<file path="src/rtl/cordic_job_ctrl_pkg.sv">
// Shared types and constants for the CORDIC job sequencer.
// FSM encodings, float width and the NaN used for watchdog results.
package cordic_job_ctrl_pkg;

    localparam int FLOAT_W = 32;

    typedef logic [FLOAT_W-1:0] float_t;

    localparam float_t FP_QNAN = 32'h7FC0_0000;

    typedef enum logic [1:0] {
        IDLE  = 2'd0,
        ISSUE = 2'd1,
        WAIT  = 2'd2,
        HOLD  = 2'd3
    } state_t;

endpackage

</file>
<file path="src/rtl/cordic_fifo.sv">
// Synchronous FIFO with first-word-fall-through head.
// Full refuses pushes even when a pop happens in the same cycle.
module cordic_fifo #(
    parameter int WIDTH = 32,
    parameter int DEPTH = 4
) (
    input  logic                       clk,
    input  logic                       rst,
    input  logic                       push,
    input  logic                       pop,
    input  logic [WIDTH-1:0]           din,
    output logic [WIDTH-1:0]           head,
    output logic                       full,
    output logic                       empty,
    output logic [$clog2(DEPTH+1)-1:0] count
);

    localparam int AW = $clog2(DEPTH);
    localparam int CW = $clog2(DEPTH + 1);

    logic [WIDTH-1:0] mem [DEPTH];
    logic [AW-1:0]    wr_ptr;
    logic [AW-1:0]    rd_ptr;
    logic             do_push;
    logic             do_pop;

    assign full    = (count == CW'(DEPTH));
    assign empty   = (count == '0);
    assign do_push = push && !full;
    assign do_pop  = pop && !empty;
    assign head    = mem[rd_ptr];

    always_ff @(posedge clk) begin
        if (do_push) begin
            mem[wr_ptr] <= din;
        end
    end

    // Power-of-two depth lets the pointers wrap by plain overflow.
    always_ff @(posedge clk) begin
        if (!rst) begin
            wr_ptr <= '0;
            rd_ptr <= '0;
            count  <= '0;
        end else begin
            if (do_push) begin
                wr_ptr <= wr_ptr + AW'(1);
            end
            if (do_pop) begin
                rd_ptr <= rd_ptr + AW'(1);
            end
            if (do_push && !do_pop) begin
                count <= count + CW'(1);
            end else if (do_pop && !do_push) begin
                count <= count - CW'(1);
            end
        end
    end

endmodule

</file>
<file path="src/rtl/cordic_job_ctrl.sv">
// Sequences queued angle requests through a single CORDIC core,
// with a watchdog that turns a hung core into a flagged NaN result.
module cordic_job_ctrl
    import cordic_job_ctrl_pkg::*;
#(
    parameter int DEPTH   = 4,
    parameter int TIMEOUT = 255
) (
    input  logic                       clk,
    input  logic                       rst,
    input  logic                       in_valid,
    output logic                       in_ready,
    input  logic [FLOAT_W-1:0]         in_angle,
    output logic                       core_valid,
    output logic [FLOAT_W-1:0]         core_angle,
    input  logic                       core_done,
    input  logic [FLOAT_W-1:0]         core_sin,
    input  logic [FLOAT_W-1:0]         core_cos,
    output logic                       out_valid,
    input  logic                       out_ready,
    output logic [FLOAT_W-1:0]         out_sin,
    output logic [FLOAT_W-1:0]         out_cos,
    output logic                       out_err,
    output logic                       busy,
    output logic [$clog2(DEPTH+1)-1:0] count
);

    localparam int WD_W = $clog2(TIMEOUT + 1);

    state_t            state;
    logic [WD_W-1:0]   wd;
    logic [FLOAT_W-1:0] fifo_head;
    logic              fifo_full;
    logic              fifo_empty;
    logic              issue;

    assign in_ready = rst && !fifo_full;
    assign busy     = (state != IDLE) || !fifo_empty;

    // A pop only ever coincides with a move into ISSUE.
    assign issue = !fifo_empty &&
                   ((state == IDLE) || (state == HOLD && out_ready));

    cordic_fifo #(
        .WIDTH(FLOAT_W),
        .DEPTH(DEPTH)
    ) u_fifo (
        .clk  (clk),
        .rst  (rst),
        .push (in_valid && in_ready),
        .pop  (issue),
        .din  (in_angle),
        .head (fifo_head),
        .full (fifo_full),
        .empty(fifo_empty),
        .count(count)
    );

    always_ff @(posedge clk) begin
        if (!rst) begin
            state      <= IDLE;
            wd         <= '0;
            core_valid <= 1'b0;
            core_angle <= '0;
            out_valid  <= 1'b0;
            out_sin    <= '0;
            out_cos    <= '0;
            out_err    <= 1'b0;
        end else begin
            core_valid <= 1'b0;
            unique case (state)
                IDLE: begin
                    if (issue) begin
                        core_angle <= fifo_head;
                        core_valid <= 1'b1;
                        state      <= ISSUE;
                    end
                end
                ISSUE: begin
                    wd    <= '0;
                    state <= WAIT;
                end
                WAIT: begin
                    wd <= wd + WD_W'(1);
                    if (core_done) begin
                        out_sin   <= core_sin;
                        out_cos   <= core_cos;
                        out_err   <= 1'b0;
                        out_valid <= 1'b1;
                        state     <= HOLD;
                    end else if (wd == WD_W'(TIMEOUT - 1)) begin
                        out_sin   <= FP_QNAN;
                        out_cos   <= FP_QNAN;
                        out_err   <= 1'b1;
                        out_valid <= 1'b1;
                        state     <= HOLD;
                    end
                end
                HOLD: begin
                    if (out_ready) begin
                        out_valid <= 1'b0;
                        if (issue) begin
                            core_angle <= fifo_head;
                            core_valid <= 1'b1;
                            state      <= ISSUE;
                        end else begin
                            state <= IDLE;
                        end
                    end
                end
            endcase
        end
    end

endmodule

</file>
<file path="config.mk">
export PLATFORM = sky130hd
export DESIGN_NAME = cordic_job_ctrl
export DESIGN_NICKNAME = d
export VERILOG_FILES = /design/src/rtl/cordic_job_ctrl_pkg.sv /design/src/rtl/cordic_fifo.sv /design/src/rtl/cordic_job_ctrl.sv
export SDC_FILE = /design/constraint.sdc
export NUM_CORES = 1
export LEC_CHECK = 0
export ABC_AREA = 1
export BUFFER_PORTS_ARGS = -buffer_cell sky130_fd_sc_hd__buf_4
export CAP_MARGIN = 5
export CORE_ASPECT_RATIO = 1.25
export CORE_MARGIN = 2
export CORE_UTILIZATION = 35
export CTS_BUF_LIST = sky130_fd_sc_hd__clkbuf_8 sky130_fd_sc_hd__clkbuf_16
export CTS_CLUSTER_DIAMETER = 80
export DETAILED_ROUTE_END_ITERATION = 16
export PLACE_DENSITY = 0.52
export SYNTH_ARGS = -nofsm -noshare
export SYNTH_HDL_FRONTEND = slang
export SYNTH_SLANG_ARGS = --single-unit
</file>
<file path="constraint.sdc">
create_clock -name clk -period 3.4 [get_ports clk]
set_input_delay 0.68 -clock clk [delete_from_list [all_inputs] [get_ports clk]]
set_output_delay 0.68 -clock clk [all_outputs]
set_load 0.01 [all_outputs]
</file>
Word-level counts from Yosys, hierarchy flattened
Memory sizes are Yosys's and may differ from the RTL's. A register that Yosys moved wholly into a read port is not among the register bits.
Index checks and enable logic that the tools add are counted.
Operators by class
  add/sub/neg operators: 5
  eq/ne operators: 8
  mux-type cells: 27
  reduce and logical (&&, ||, !) cells: 26
Operator list (number)
  2-to-1 mux 32 bit: 5
  one-hot mux 32 bit (2 select lines): 1
  one-hot mux 8 bit (2 select lines): 1
  2-to-1 mux 2 bit: 6
  nonzero test 2 bit: 6
  2-to-1 mux 1 bit: 9
  adder 8 x 1 -> 8 bit, second input constant: 1
  equality test 8 bit, second input constant: 1
  logical AND 1 bit: 8
  one-hot mux 2 bit (4 select lines): 1
  2-to-1 mux 3 bit: 2
  AND reduction 3 bit: 2
  adder 2 x 1 -> 2 bit, second input constant: 2
  equality test 2 bit, second input constant: 2
  logical NOT 1 bit: 4
  one-hot mux 1 bit (2 select lines): 2
  AND reduction 2 bit: 2
  adder 3 x 1 -> 3 bit, second input constant: 1
  equality test 3 bit, second input constant: 1
  logical NOT 3 bit: 1
  != test 3 bit, second input constant: 1
  subtractor 3 x 1 -> 3 bit, second input constant: 1
  equality test 2 x 1 -> 1 bit, second input constant: 1
  logical NOT 2 bit: 1
  3 further kinds: 4
Storage, ports and cells
  flip-flop bits (word level): 116
  memory bits (writable): 128
  output and inout bits: 104
  word-level logic and storage cells: 78
  memories kept: 1
Memory list
  u_fifo.mem: depth 4, width 32, read ports 1, clocked after memory_dff 1, wr ports 1, line cordic_fifo.sv:21  | logic [WIDTH-1:0] mem [DEPTH];

Depth between registers and ports, before layout
Gate-level depths: netlist of run 1.
  depth after elaboration: 9
  depth in mapped cells: 12
  mapped depth without buffers: 12

Cells and area by module
Synthesis of run 1 repeated with hierarchy kept, for this count alone.
Unflattened totals
  cells, all modules: 897
  area total of the unflattened synthesis: 9446.6 sq um
Modules (own cells, without submodules)
  cordic_fifo: times used 1, cells each 378, area an instance 5265.0 sq um, seq. area each 4023.9 sq um
  cordic_job_ctrl: times used 1, cells each 519, area an instance 4181.5 sq um, seq. area each 2182.1 sq um

Worst setup path before layout of run 1
Ideal clock, no wire load.
  path kind: input to register
  start point: input rst
  end point: memory u_fifo.mem[0][0], enable pin
  setup time: 0.421 ns
  data arrival time: 2.643 ns
  data required time: 2.979 ns
  setup slack: 0.336 ns
  stages on the path: 5
  path through: buf_2 inv_2 a21oi_2 nand2_1 nor2_1
Between the ends
  cells in the longest elaborated chain, start to end: 5
RTL lines
  from (decl): line cordic_job_ctrl.sv:10  | input logic rst,
  logical AND 1 bit: line cordic_job_ctrl.sv:37  | assign in_ready = rst && !fifo_full;
  named net in_ready: line cordic_job_ctrl.sv:12  | output logic in_ready,
  logical AND 1 bit: line cordic_job_ctrl.sv:50  | .push (in_valid && in_ready),
  logical AND 1 bit: line cordic_fifo.sv:29  | assign do_push = push && !full;
  2-to-1 mux 1 bit: line cordic_fifo.sv:34  | if (do_push) begin
  2-to-1 mux 1 bit (not written as such): line cordic_fifo.sv:35  | mem[wr_ptr] <= din;
  to (decl): line cordic_fifo.sv:21
The timed path passes the listed nets, and every way through them passes these cells.

Worst setup path in the final report of run 1
  start point: register state[0]
  end point: register out_cos[4]
Between the ends
  cells in the longest elaborated chain, start to end: 2
RTL lines
  from (decl): line cordic_job_ctrl.sv:30  | state_t state;
  from (signal assigned): line cordic_job_ctrl.sv:61  | state <= IDLE;
  from (signal assigned): line cordic_job_ctrl.sv:76  | state <= ISSUE;
  from (signal assigned): line cordic_job_ctrl.sv:81  | state <= WAIT;
  equality test 2 bit: line cordic_job_ctrl.sv:71  | unique case (state)
  AND reduction 2 bit (no line)
  to (signal assigned): line cordic_job_ctrl.sv:87  | out_cos <= core_cos;
  to (decl): line cordic_job_ctrl.sv:22  | output logic [FLOAT_W-1:0] out_cos,
Every way passes these cells.
A chain may end at the register's enable or synchronous reset.

==> results of run 1 <==
-- final cells by class --
| class | count | area (um^2) | area share, % |
|---|---|---|---|
| tap | 345 | 431.7 | 3.618 |
| inverter | 50 | 187.7 | 1.573 |
| timing repair buffer | 215 | 1627 | 13.63 |
| multi-input combinational | 568 | 2718 | 22.78 |
| sequential | 246 | 6208 | 52.04 |
| clock inverter | 19 | 118.9 | 0.9963 |
| clock buffer | 26 | 639.4 | 5.359 |
-- synth_stat cells --
cell type,instances,area share (%)
buf_1,2,0.080
fa_1,1,0.21
inv_1,45,1.8
inv_2,5,0.20
nand3_2,1,0.11
a21oi_2,19,1.8
nand2_1,115,4.6
buf_6,13,1.6
nor2_4,1,0.12
nor2_2,1,0.067
o21ai_0,131,7.0
nand2_8,1,0.21
nand2_2,4,0.27
nor4_1,1,0.067
clkbuf_2,3,0.16
ha_1,11,1.5
buf_2,7,0.37
buf_4,6,0.48
and3_1,1,0.067
a21oi_1,60,3.2
dfxtp_1,118,25
o32ai_1,1,0.093
o21ai_1,25,1.3
nand2_4,1,0.12
xnor2_1,1,0.093
nor2_1,183,7.3
nand3_1,4,0.21
clkbuf_1,20,0.80
edfxtp_1,128,41
nor3_1,6,0.32
-- kinds of logic after synthesis --
kind of cell | count (synthesis)
AO/OA/AOI/OAI | 236
XOR/XNOR | 1
adder cells (fa/ha/maj) | 12
buffers and inverters | 101
flip-flops | 246
AND/OR/NAND/NOR | 319
-- layer usage --
layer	part of all wire, %	wire length, um	vias up
met4	1.7	385	0
li1	-	-	3459
met1	41	9221	3200
met3	7.8	1749	29
met5	0	0	-
met2	49	11070	188
-- state kept, by name, indices dropped and copies added, names as in the netlist, 2 cells and up, named ones only --
name,cells
u_fifo.mem,128
u_fifo.count,3
u_fifo.rd_ptr,2
u_fifo.wr_ptr,2
wd,8
core_angle,32
out_sin,32
state,2
out_cos,32
-- critical path, delay by kind of cell (launching register included) --
kind	cells	cell delay (ns)
adder cells (fa/ha/maj)	1	0.44
AND/OR/NAND/NOR	2	0.45
AO/OA/AOI/OAI	1	0.17
flip-flops	1	0.33
buffers and inverters	2	0.80
-- worst max-delay path by stage --
stage                     slack, ns                           end  cells past startpoint                  start
after global routing           0.82      out_sin[11]$_SDFFE_PN0P_                      6  state[0]$_SDFFE_PN0P_
final                          1.11       out_cos[4]$_SDFFE_PN0P_                      6  state[0]$_SDFFE_PN0P_
after floorplan                0.34    u_fifo.mem[0][0]$_DFFE_PP_                      5                    rst
after detailed placement       0.83  u_fifo.count[2]$_SDFFE_PN0P_                     12                    rst
after global placement         0.83  u_fifo.count[2]$_SDFFE_PN0P_                     12                    rst
after CTS                      1.00       out_cos[4]$_SDFFE_PN0P_                      6  state[0]$_SDFFE_PN0P_
-- report_power, final --
part	switching, W	internal [W]
clock network	0.00111	0.00143
logic	0.00164	0.000963
registers	0.000215	0.00352
-- metrics by stage --
step                      hold WS, ns  power, W
after global routing           0.3423  0.009499
after floorplan                0.4570  0.005473
after CTS                      0.3416  0.009057
after global placement         0.4487  0.006456
final                          0.3657  0.008882
after detailed placement       0.4501  0.006478
==> run metrics, run 1 <==
RR Startpoint=state[0]$_SDFFE_PN0P_; crit path max fanout=47; HP Start=in_angle[3]; PortBufs=204; Slowest-stage cell, CP=inv_2; Synth Area in Adders=1.676%; vias in the first global route=between 6k and 7k; die height=187.3 um; post-synthesis mux area share=0%; Reg clk slew, reported paths=0.06 ns; remaining antenna violation count after routing=0; Seq/Total Area, Yosys=65.98%; FMAX=around 440 MHz; Least-Margin Pin Slew=0.7935 ns; #FFs+latches synth=246; main combinational cell family by area after synthesis=simple AND/OR/NAND/NOR gates; total global routing overflow=0; remaining routing DRC violations=0; Num CTS Buffers=25; worst slack at placement=roughly 0.83 ns; ant diodes=0; max_cap viols=0; required time worst endpoint=3.84 ns; Area after DPL=0.01117 mm^2; antenna violations before repair=0; post-layout min period=2.293 ns; met1 usage=18.59%; commonest non-fill, non-tap cell in the layout=buf_4; most frequent cells in the layout=buf_4 (214), nor2_1 (179), o21ai_0 (131), edfxtp_1 (128), dfxtp_1 (116); Arrival @ worst endpoint=approximately 2.7 ns; DRT Pass-1 Iters=4; Yosys cell types=30; initial DRC count=359; max-slew violations=0; CTS HTree Levels=1; r2r setup slk=1.11 ns; Die W=150.6 um; max incr delay on CP=0.66 ns; Finished Core Util=between 40% and 50%; outcome=finished clean; VDD IR max=0.0004988 V; root buf cell=clkbuf_16; DIE AREA=0.02821 mm^2; GP Congestion=0.7118; Post-Route Setup TNS=0 ns; cells after synthesis=915; hold path depth=1; GRT Total Usage=between 10% and 20%; Setup WS post-layout=1.107 ns; Post-Synth XOR/XNOR Area=0.09312%; fin crit share=between 60 and 70%; Vias/cell=4.681; clk_lat worst skew=~0.51 ns; met3 usage=4.195%; Area growth syn-to-layout=26.85%; CP cell instances=inv_1, ha_1, nand2_2, inv_2, nand2_1, a21oi_1; Setup Viol. Count Final=0; cts repair resizes=0; design area=0.01193 mm^2; Compound-Gate Fraction of Synth Area=13.36%; YS warnings=0; row count=67; unrepaired setup endpoints after global routing=no; Hold Buf Count CTS=0; Clock Sinks=246; Rel. slew slack=47.10%; r2r worst-path depth=6; # IOs=205; Mean Syn Cell Area=10.28 um^2; WL/cell=15.26 um; maximum clock insertion buffer count=3; Worst Setup End Kind=register; Layout Nets=1219; Post-CTS Setup Inserts=0; Worst R2R End=out_cos[4]$_SDFFE_PN0P_; met2 Use GR=a little over a quarter; share of cells above drive strength 1=25.89%; Synthesized Nets=about 1.0k; P_leak=4.611 nW; Tightest Hold Check Type=in -> reg; Post-Layout Cell Count=1469; busiest layer in global routing=met2; Routed WL=22420 um; DP Cell Count=1424; Cell Pwr Density=744.5 mW/mm^2; Synth Area in Simple Gates=between 10% and 20%; Final HPWL DP=13740 um; Core ar.=0.02666 mm^2; # fillers=2606; count of final hold-check violations=0; Mapped Area=between 0.009 and 0.01 mm^2; Worst Skew=0.007884 ns; Vias=6876; first-pass GRT wire length=roughly 35000 um; pin count of the biggest net entering global routing=65; type of origin of the critical path=register; Hold EP=u_fifo.mem[3][3]$_DFFE_PP_; Initial Util=35.28%; critical path class=reg -> reg; TritonCTS clock tree=built
Note: power is estimated with default switching activity, not from simulation.
==> run 2: changes to the inputs <==
PLACE_DENSITY = 0.55   (was 0.52)
clock period = 2 ns   (was 3.4 ns; I/O delays follow)
==> run 2 against run 1 <==
Count of clock-buffer cells in the layout grew 4. Final area is 3.3% higher. Final cell count grew 1.7%. Combinational power grew 87%. Die area is the same. Largest power group unchanged. Clock power is 85% higher. Critical path type unchanged. Largest cell class unchanged.
==> run metrics, run 2 (synthesis results as in run 1) <==
outcome=finished clean; r2r worst-path depth=12 (+6); Final HPWL DP=14340 um (+4.3%); Vias=6835 (-0.60%); total global routing overflow=0 (unchanged); count of final hold-check violations=0 (unchanged); Core ar.=0.02666 mm^2 (unchanged); Area after DPL=0.01139 mm^2 (+2.0%); Hold EP=u_fifo.mem[0][31]$_DFFE_PP_; fin crit share=94.43% (+27 points); CP cell instances=inv_4, ha_4, inv_2, o21ai_1, nand2_1, ha_2, inv_4, fa_2, a21oi_2, o21ai_2, o21ai_1, a21oi_1; GP Congestion=0.7385 (+3.8%); buffer and inverter count on the worst path=3 (+1); Vias/cell=4.575 (-2.3%); clk_lat worst skew=0.52 ns (about the same); P_leak=4.787 nW (+3.8%); critical path class=reg -> reg; remaining antenna violation count after routing=0 (unchanged); Hold Buf Count CTS=0 (unchanged); die height=187.3 um (unchanged); maximum clock insertion buffer count=3 (unchanged); PortBufs=204 (unchanged); Clock Sinks=246 (unchanged); FMAX=529.5 MHz (+21%); max-slew violations=0 (unchanged); Tightest Hold Check Type=in -> reg; Arrival @ worst endpoint=2.29 ns (-0.44 ns); # fillers=2542 (-2.5%); WHS=0.08158 ns (-0.2841 ns); r2r setup slk=0.11 ns (-1.00 ns); Biggest register=u_fifo.mem; DP Cell Count=1443 (+1.3%); Worst R2R End=u_fifo.count[2]$_SDFFE_PN0P_; initial DRC count=334 (-7.0%); post-layout min period=1.889 ns (-0.4044 ns); row count=67 (unchanged); Least-Margin Pin Slew=0.6486 ns (-0.1449 ns); remaining routing DRC violations=0 (unchanged); antenna violations before repair=0 (unchanged); design area=0.01233 mm^2 (+3.3%); first-pass GRT wire length=34930 um (-0.53%); # IOs=205 (unchanged); Routed WL=22370 um (-0.25%); HP Start=in_angle[31]; Finished Core Util=46.25% (+1.5 points); TritonCTS clock tree=built; Setup Viol. Count Final=0 (unchanged); Worst Setup End Kind=register; crit path max fanout=3 (-94%); GRT Total Usage=15.35% (-0.055 points); Slowest-stage cell, CP=dfxtp_4; unrepaired setup endpoints after global routing=yes; Layout Nets=1242 (+1.9%); Area growth syn-to-layout=31.08%; share of cells above drive strength 1=28.37% (+2.5 points); DIE AREA=0.02821 mm^2 (unchanged); Die W=150.6 um (unchanged); Crit path max-delay family=adder cells; max reg flops=128 (unchanged); max incr delay on CP=0.38 ns (-0.28 ns); vias in the first global route=6707 (+0.34%); root buf cell=clkbuf_16; RR Startpoint=state[1]$_SDFFE_PN0P_; pin count of the biggest net entering global routing=65 (unchanged); Initial Util=35.28% (unchanged); hold path depth=1 (unchanged); commonest non-fill, non-tap cell in the layout=buf_4; CTS HTree Levels=1 (unchanged); Cell Pwr Density=1293 mW/mm^2 (+74%); Reg clk slew, reported paths=0.06 ns (about the same); ant diodes=0 (unchanged); most frequent cells in the layout=buf_4 (231), nor2_1 (179), o21ai_0 (128), edfxtp_1 (128); VDD IR max=0.0007695 V (+54%); required time worst endpoint=2.40 ns (-1.44 ns); Worst Skew=0.006209 ns (-0.001675 ns); Rel. slew slack=56.70% (+9.6 points); Num CTS Buffers=26 (+4.0%); DRT Pass-1 Iters=4 (unchanged); WL/cell=14.97 um (-1.9%); Post-Layout Cell Count=1494 (+1.7%); max_cap viols=0 (unchanged); type of origin of the critical path=register
==> run 2: changes by cell type in the layout (fill, tap and decap cells not counted), moves of 3 or more <==
cell      previous run  this run
inv_4                0         4
clkinv_1             2         5
ha_1                11         8
clkinv_2             7         2
o21ai_0            131       128
inv_1               51        47
buf_12               1         6
buf_4              214       231
==> run 2: metal layers <==
| metal | track usage (%) | share of wire, % |
|---|---|---|
| met5 | 0 | 0 |
| met4 | 4.134 | 2.4 |
| met3 | 2.707 | 4.9 |
| met2 | 28.29 | 52 |
| met1 | 18.14 | 41 |
==> run 2: cell type report <==
| cell class | instances | area (um^2) | share of cell area [%] |
|---|---|---|---|
| clock buffer | 30 | 716.9 | 5.815 |
| clock inverter | 18 | 136.4 | 1.106 |
| inverter | 50 | 197.7 | 1.604 |
| multi-input combinational | 568 | 2775 | 22.51 |
| sequential | 246 | 6216 | 50.42 |
| tap | 345 | 431.7 | 3.501 |
| timing repair buffer | 237 | 1854 | 15.04 |
==> run 2: worst max path at each step <==
stage	start	end	slack, ns	cells after the start
after global placement	state[1]$_SDFFE_PN0P_	u_fifo.count[2]$_SDFFE_PN0P_	0.02	12
after detailed placement	state[1]$_SDFFE_PN0P_	u_fifo.count[2]$_SDFFE_PN0P_	-0.04	12
after global routing	state[0]$_SDFFE_PN0P_	u_fifo.count[2]$_SDFFE_PN0P_	-0.03	12
after floorplan	rst	u_fifo.mem[0][0]$_DFFE_PP_	-0.16	5
after CTS	state[0]$_SDFFE_PN0P_	u_fifo.count[2]$_SDFFE_PN0P_	0.01	12
final	state[1]$_SDFFE_PN0P_	u_fifo.count[2]$_SDFFE_PN0P_	0.11	12
==> run 2: report_power, final <==
| part | internal, W | switching (W) | total (W) |
|---|---|---|---|
| sequential | 0.00600 | 0.000362 | 0.00636 |
| clock | 0.00280 | 0.00191 | 0.00471 |
| combinational | 0.00195 | 0.00291 | 0.00487 |
==> run 2: worst register-to-register path, delay by kind of cell (launching register included) <==
| family | cells | cell delay (ns) |
|---|---|---|
| fa+ha+maj | 3 | 0.72 |
| compound gates | 5 | 0.45 |
| flops | 1 | 0.38 |
| buf+inv | 3 | 0.14 |
| simple gates | 1 | 0.09 |
==> run 2: metrics by stage <==
| stage | TNS, ns | total power (W) | worst slack [ns] |
|---|---|---|---|
| after global routing | -0.02714 | 0.01698 | -0.02714 |
| after floorplan | -20.15 | 0.009329 | -0.1574 |
| final | 0 | 0.01594 | 0.1115 |
| after CTS | 0 | 0.01603 | 0.01229 |
| after detailed placement | -0.04055 | 0.01124 | -0.04055 |
| after global placement | 0 | 0.01119 | 0.01895 |
==> run 2: repair_timing <==
item,in CTS,in global routing
cloned,0,0
endpoints found under the hold margin,0,0
gates resized for setup,2,20
pin swaps,0,6
setup buffers,1,2
setup endpoints to repair,1,2
==> run 3: changes to the inputs <==
SYNTH_HIERARCHICAL = 1   (was unset)
==> run 3 against run 2 <==
Final area decreased by 0.58%. Area after synthesis rose by 0.44%. Critical path type is now reg -> out. Highest routed layer unchanged. Setup slack improved by 0.040 ns. Synthesized cell count shrank 2.0%. Combinational power shrank 11%. Clock skew grew 0.0040 ns. Maximum frequency increased by 2.2%. Register-to-register slack improved by 0.05 ns. Count of clock-buffer cells in the layout down 3. Sequential power rose by 2%. Routed wire length increased by 0.16%. Hold slack got worse by 0.010 ns.
==> run metrics, run 3 <==
outcome=finished clean; commonest non-fill, non-tap cell in the layout=buf_4; Area after DPL=0.01135 mm^2 (-0.33%); most frequent cells in the layout=buf_4 (224), nor2_1 (148), edfxtp_1 (128), nand2_1 (125), dfxtp_1 (113); Layout Nets=1219 (-1.9%); max_cap viols=0 (unchanged); Worst Skew=0.01016 ns (+0.003951 ns); switching share of power=30.86% (-1.7 points); VDD IR max=0.0007439 V (-3.3%); YS warnings=6 (+6); Final HPWL DP=14310 um (-0.21%); # fillers=2547 (+0.20%); first-pass GRT wire length=35420 um (+1.4%); CTS HTree Levels=1 (unchanged); Top FF cell, synth=edfxtp_1; sequential share of power=41.3% (+1.4 points); remaining antenna violation count after routing=0 (unchanged); Comb pwr share=27.7% (-2.8 points); most area-hungry cell type in the Yosys netlist=edfxtp_1; Arrival @ worst endpoint=1.45 ns (-0.84 ns); unrepaired setup endpoints after global routing=no; top-count cell post-synth=nor2_1; DRT Pass-1 Iters=4 (unchanged); #FFs+latches synth=246 (unchanged); Area growth syn-to-layout=29.75%; total global routing overflow=0 (unchanged); cells after synthesis=897 (-2.0%); pin count of the biggest net entering global routing=65 (unchanged); Rel. slew slack=55.91% (-0.79 points); TritonCTS clock tree=built; clk_lat worst skew=0.53 ns (about the same); Cell Pwr Density=1277 mW/mm^2 (-1.3%); Post-Route Setup TNS=0 ns (unchanged); Setup Viol. Count Final=0 (unchanged); Vias/cell=4.657 (+1.8%); Tightest Hold Check Type=in -> reg; Synth area leaders=edfxtp_1 (41%), dfxtp_1 (25%), nor2_1 (6.0%), nand2_1 (5.0%), o21ai_0 (4.7%); sequential cell area=0.006217 mm^2 (about the same); DIE AREA=0.02833 mm^2 (+0.43%); share of cells above drive strength 1=27.71% (-0.66 points); Num CTS Buffers=26 (unchanged); count of final hold-check violations=0 (unchanged); design area=0.01226 mm^2 (-0.58%); row count=67 (unchanged); Power Internal=0.01082 W (+0.58%); FMAX=541.0 MHz (+2.2%); # IOs=205 (unchanged); Biggest register=u_fifo/mem; initial DRC count=304 (-9.0%); Post-synth EDFFs=128 (unchanged); PortBufs=204 (unchanged); post-layout min period=1.848 ns (-0.04025 ns); vias in the first global route=6873 (+2.5%); maximum clock insertion buffer count=3 (unchanged); Least-Margin Pin Slew=0.6613 ns (+0.01275 ns); Hold Buf Count CTS=0 (unchanged); Yosys cell types=31 (+3.3%); Mapped Area=0.009447 mm^2 (+0.44%); Die W=150.9 um (+0.21%); remaining routing DRC violations=0 (unchanged); Clock Sinks=246 (unchanged); async set or reset register ratio after synthesis=0% (unchanged); P_leak=4.748 nW (-0.82%); required time worst endpoint=1.60 ns (-0.80 ns); type of origin of the critical path=register; Routed WL=22400 um (+0.16%); Seq/Total Area, Yosys=65.70% (-0.29 points); critical path class=reg -> out; Synthesized Nets=1010 (-1.8%); Mean Syn Cell Area=10.53 um^2 (+2.5%); antenna violations before repair=1 (+1); Reg clk slew, reported paths=0.06 ns (about the same); WL/cell=15.22 um (+1.7%); hold path depth=1 (unchanged); Clock power frac=31.0% (+1.4 points); share of the synthesized area in the top cell type=40.69% (-0.18 points); max reg flops=128 (unchanged); WHS=0.07154 ns (-0.01004 ns); max-slew violations=0 (unchanged); fin crit share=92.41% (-2.0 points); Initial Util=35.44% (+0.15 points); Vias=6855 (+0.29%); Worst Setup End Kind=output pin; Psw=0.004829 W (-6.8%); die height=187.7 um (+0.22%); GP Congestion=0.7514 (+1.7%); root buf cell=clkbuf_16; GRT Total Usage=15.67% (+0.31 points); Core ar.=0.02666 mm^2 (unchanged); r2r worst-path depth=11 (-1); multi-input gate area in the final layout=0.002731 mm^2 (-1.6%); Synth top cells by count=nor2_1 (152), edfxtp_1 (128), nand2_1 (126); crit path max fanout=4 (+1)
-- run 3: changes by cell type after synthesis, sizes merged, moves of 2 or more --
cell    before  now
o21ai      156  120
o22ai        0   32
nor2       185  154
nand2      121  133
clkbuf      23   13
buf         28   36
nand3        5   10
a21oi       79   82
nor3         6    3
inv         50   52
-- run 3: kinds of logic after synthesis --
logic type               count (synthesis)  synth area share (%)
flip-flops                             246                 65.70
AND/OR/NAND/NOR                        303                 12.86
XOR/XNOR                                 1               0.09273
AO/OA/AOI/OAI                          234                 13.42
buffers and inverters                  101                 6.265
adder cells (fa/ha/maj)                 12                 1.669
-- run 3: repair_timing --
item / in CTS / in global routing
setup endpoints to repair: 0 / 29
resized for setup: 0 / 8
buffers inserted: 0 / 2
-- run 3: per-stage QoR --
| step | instances | total power, W | utilization (%) | worst slack, ns |
|---|---|---|---|---|
| after floorplan | 897 | 0.009351 | - | 0.01351 |
| after global placement | 1421 | 0.01088 | 42.59 | 0.09868 |
| after detailed placement | 1421 | 0.01093 | 42.59 | 0.03263 |
| after CTS | 1469 | 0.01584 | 45.84 | 0.01609 |
| after global routing | 1471 | 0.01664 | 45.97 | 0.03094 |
| final | 1472 | 0.01565 | 45.98 | 0.1517 |
-- run 3: critical path, stage by stage (launching register included) --
cell	delay [ns]
dfxtp_4	0.34
inv_2	0.09
nand3_1	0.11
inv_1	0.14
nand2_1	0.08
buf_4	0.16
-- run 3: power by group through the flow --
stage          Clock, W  Combinational, W  Sequential [W]
2_1_floorplan         0           0.00260         0.00675
3_3_place_gp          0           0.00431         0.00657
3_5_place_dp          0           0.00435         0.00658
4_1_cts         0.00500           0.00436         0.00648
5_1_grt         0.00520           0.00489         0.00655
6_report        0.00485           0.00434         0.00646
-- run 3: metal layers --
layer | wire length (um) | global-route usage [%] | vias to the layer above
met2 | 10890 | 27.15 | 199
met3 | 1863 | 5.207 | 22
met5 | 0 | 0 | -
met1 | 9301 | 18.63 | 3164
met4 | 348 | 3.882 | 0
li1 | - | - | 3470
-- run 3: path summary, 6_finish.rpt --
check	from	end	slack, ns
worst max-delay path	u_fifo/count[0]$_SDFFE_PN0P_	busy	0.15
worst min-delay path	in_angle[27]	u_fifo/mem[3][27]$_DFFE_PP_	0.07
worst max register to register	u_fifo/count[1]$_SDFFE_PN0P_	u_fifo/count[1]$_SDFFE_PN0P_	0.16
worst min register to register	out_sin[26]$_SDFFE_PN0P_	out_sin[26]$_SDFFE_PN0P_	0.45
-- run 3: cell type report --
| cell class | count | share of cell area (%) |
|---|---|---|
| diodes | 1 | 0.02042 |
| clock buffers | 27 | 5.512 |
| clock inverters | 21 | 1.541 |
| inverters | 52 | 1.695 |
| multi-input cells | 550 | 22.28 |
| flip-flops and latches | 246 | 50.72 |
| well taps | 345 | 3.522 |
| repair buffers | 230 | 14.70 |
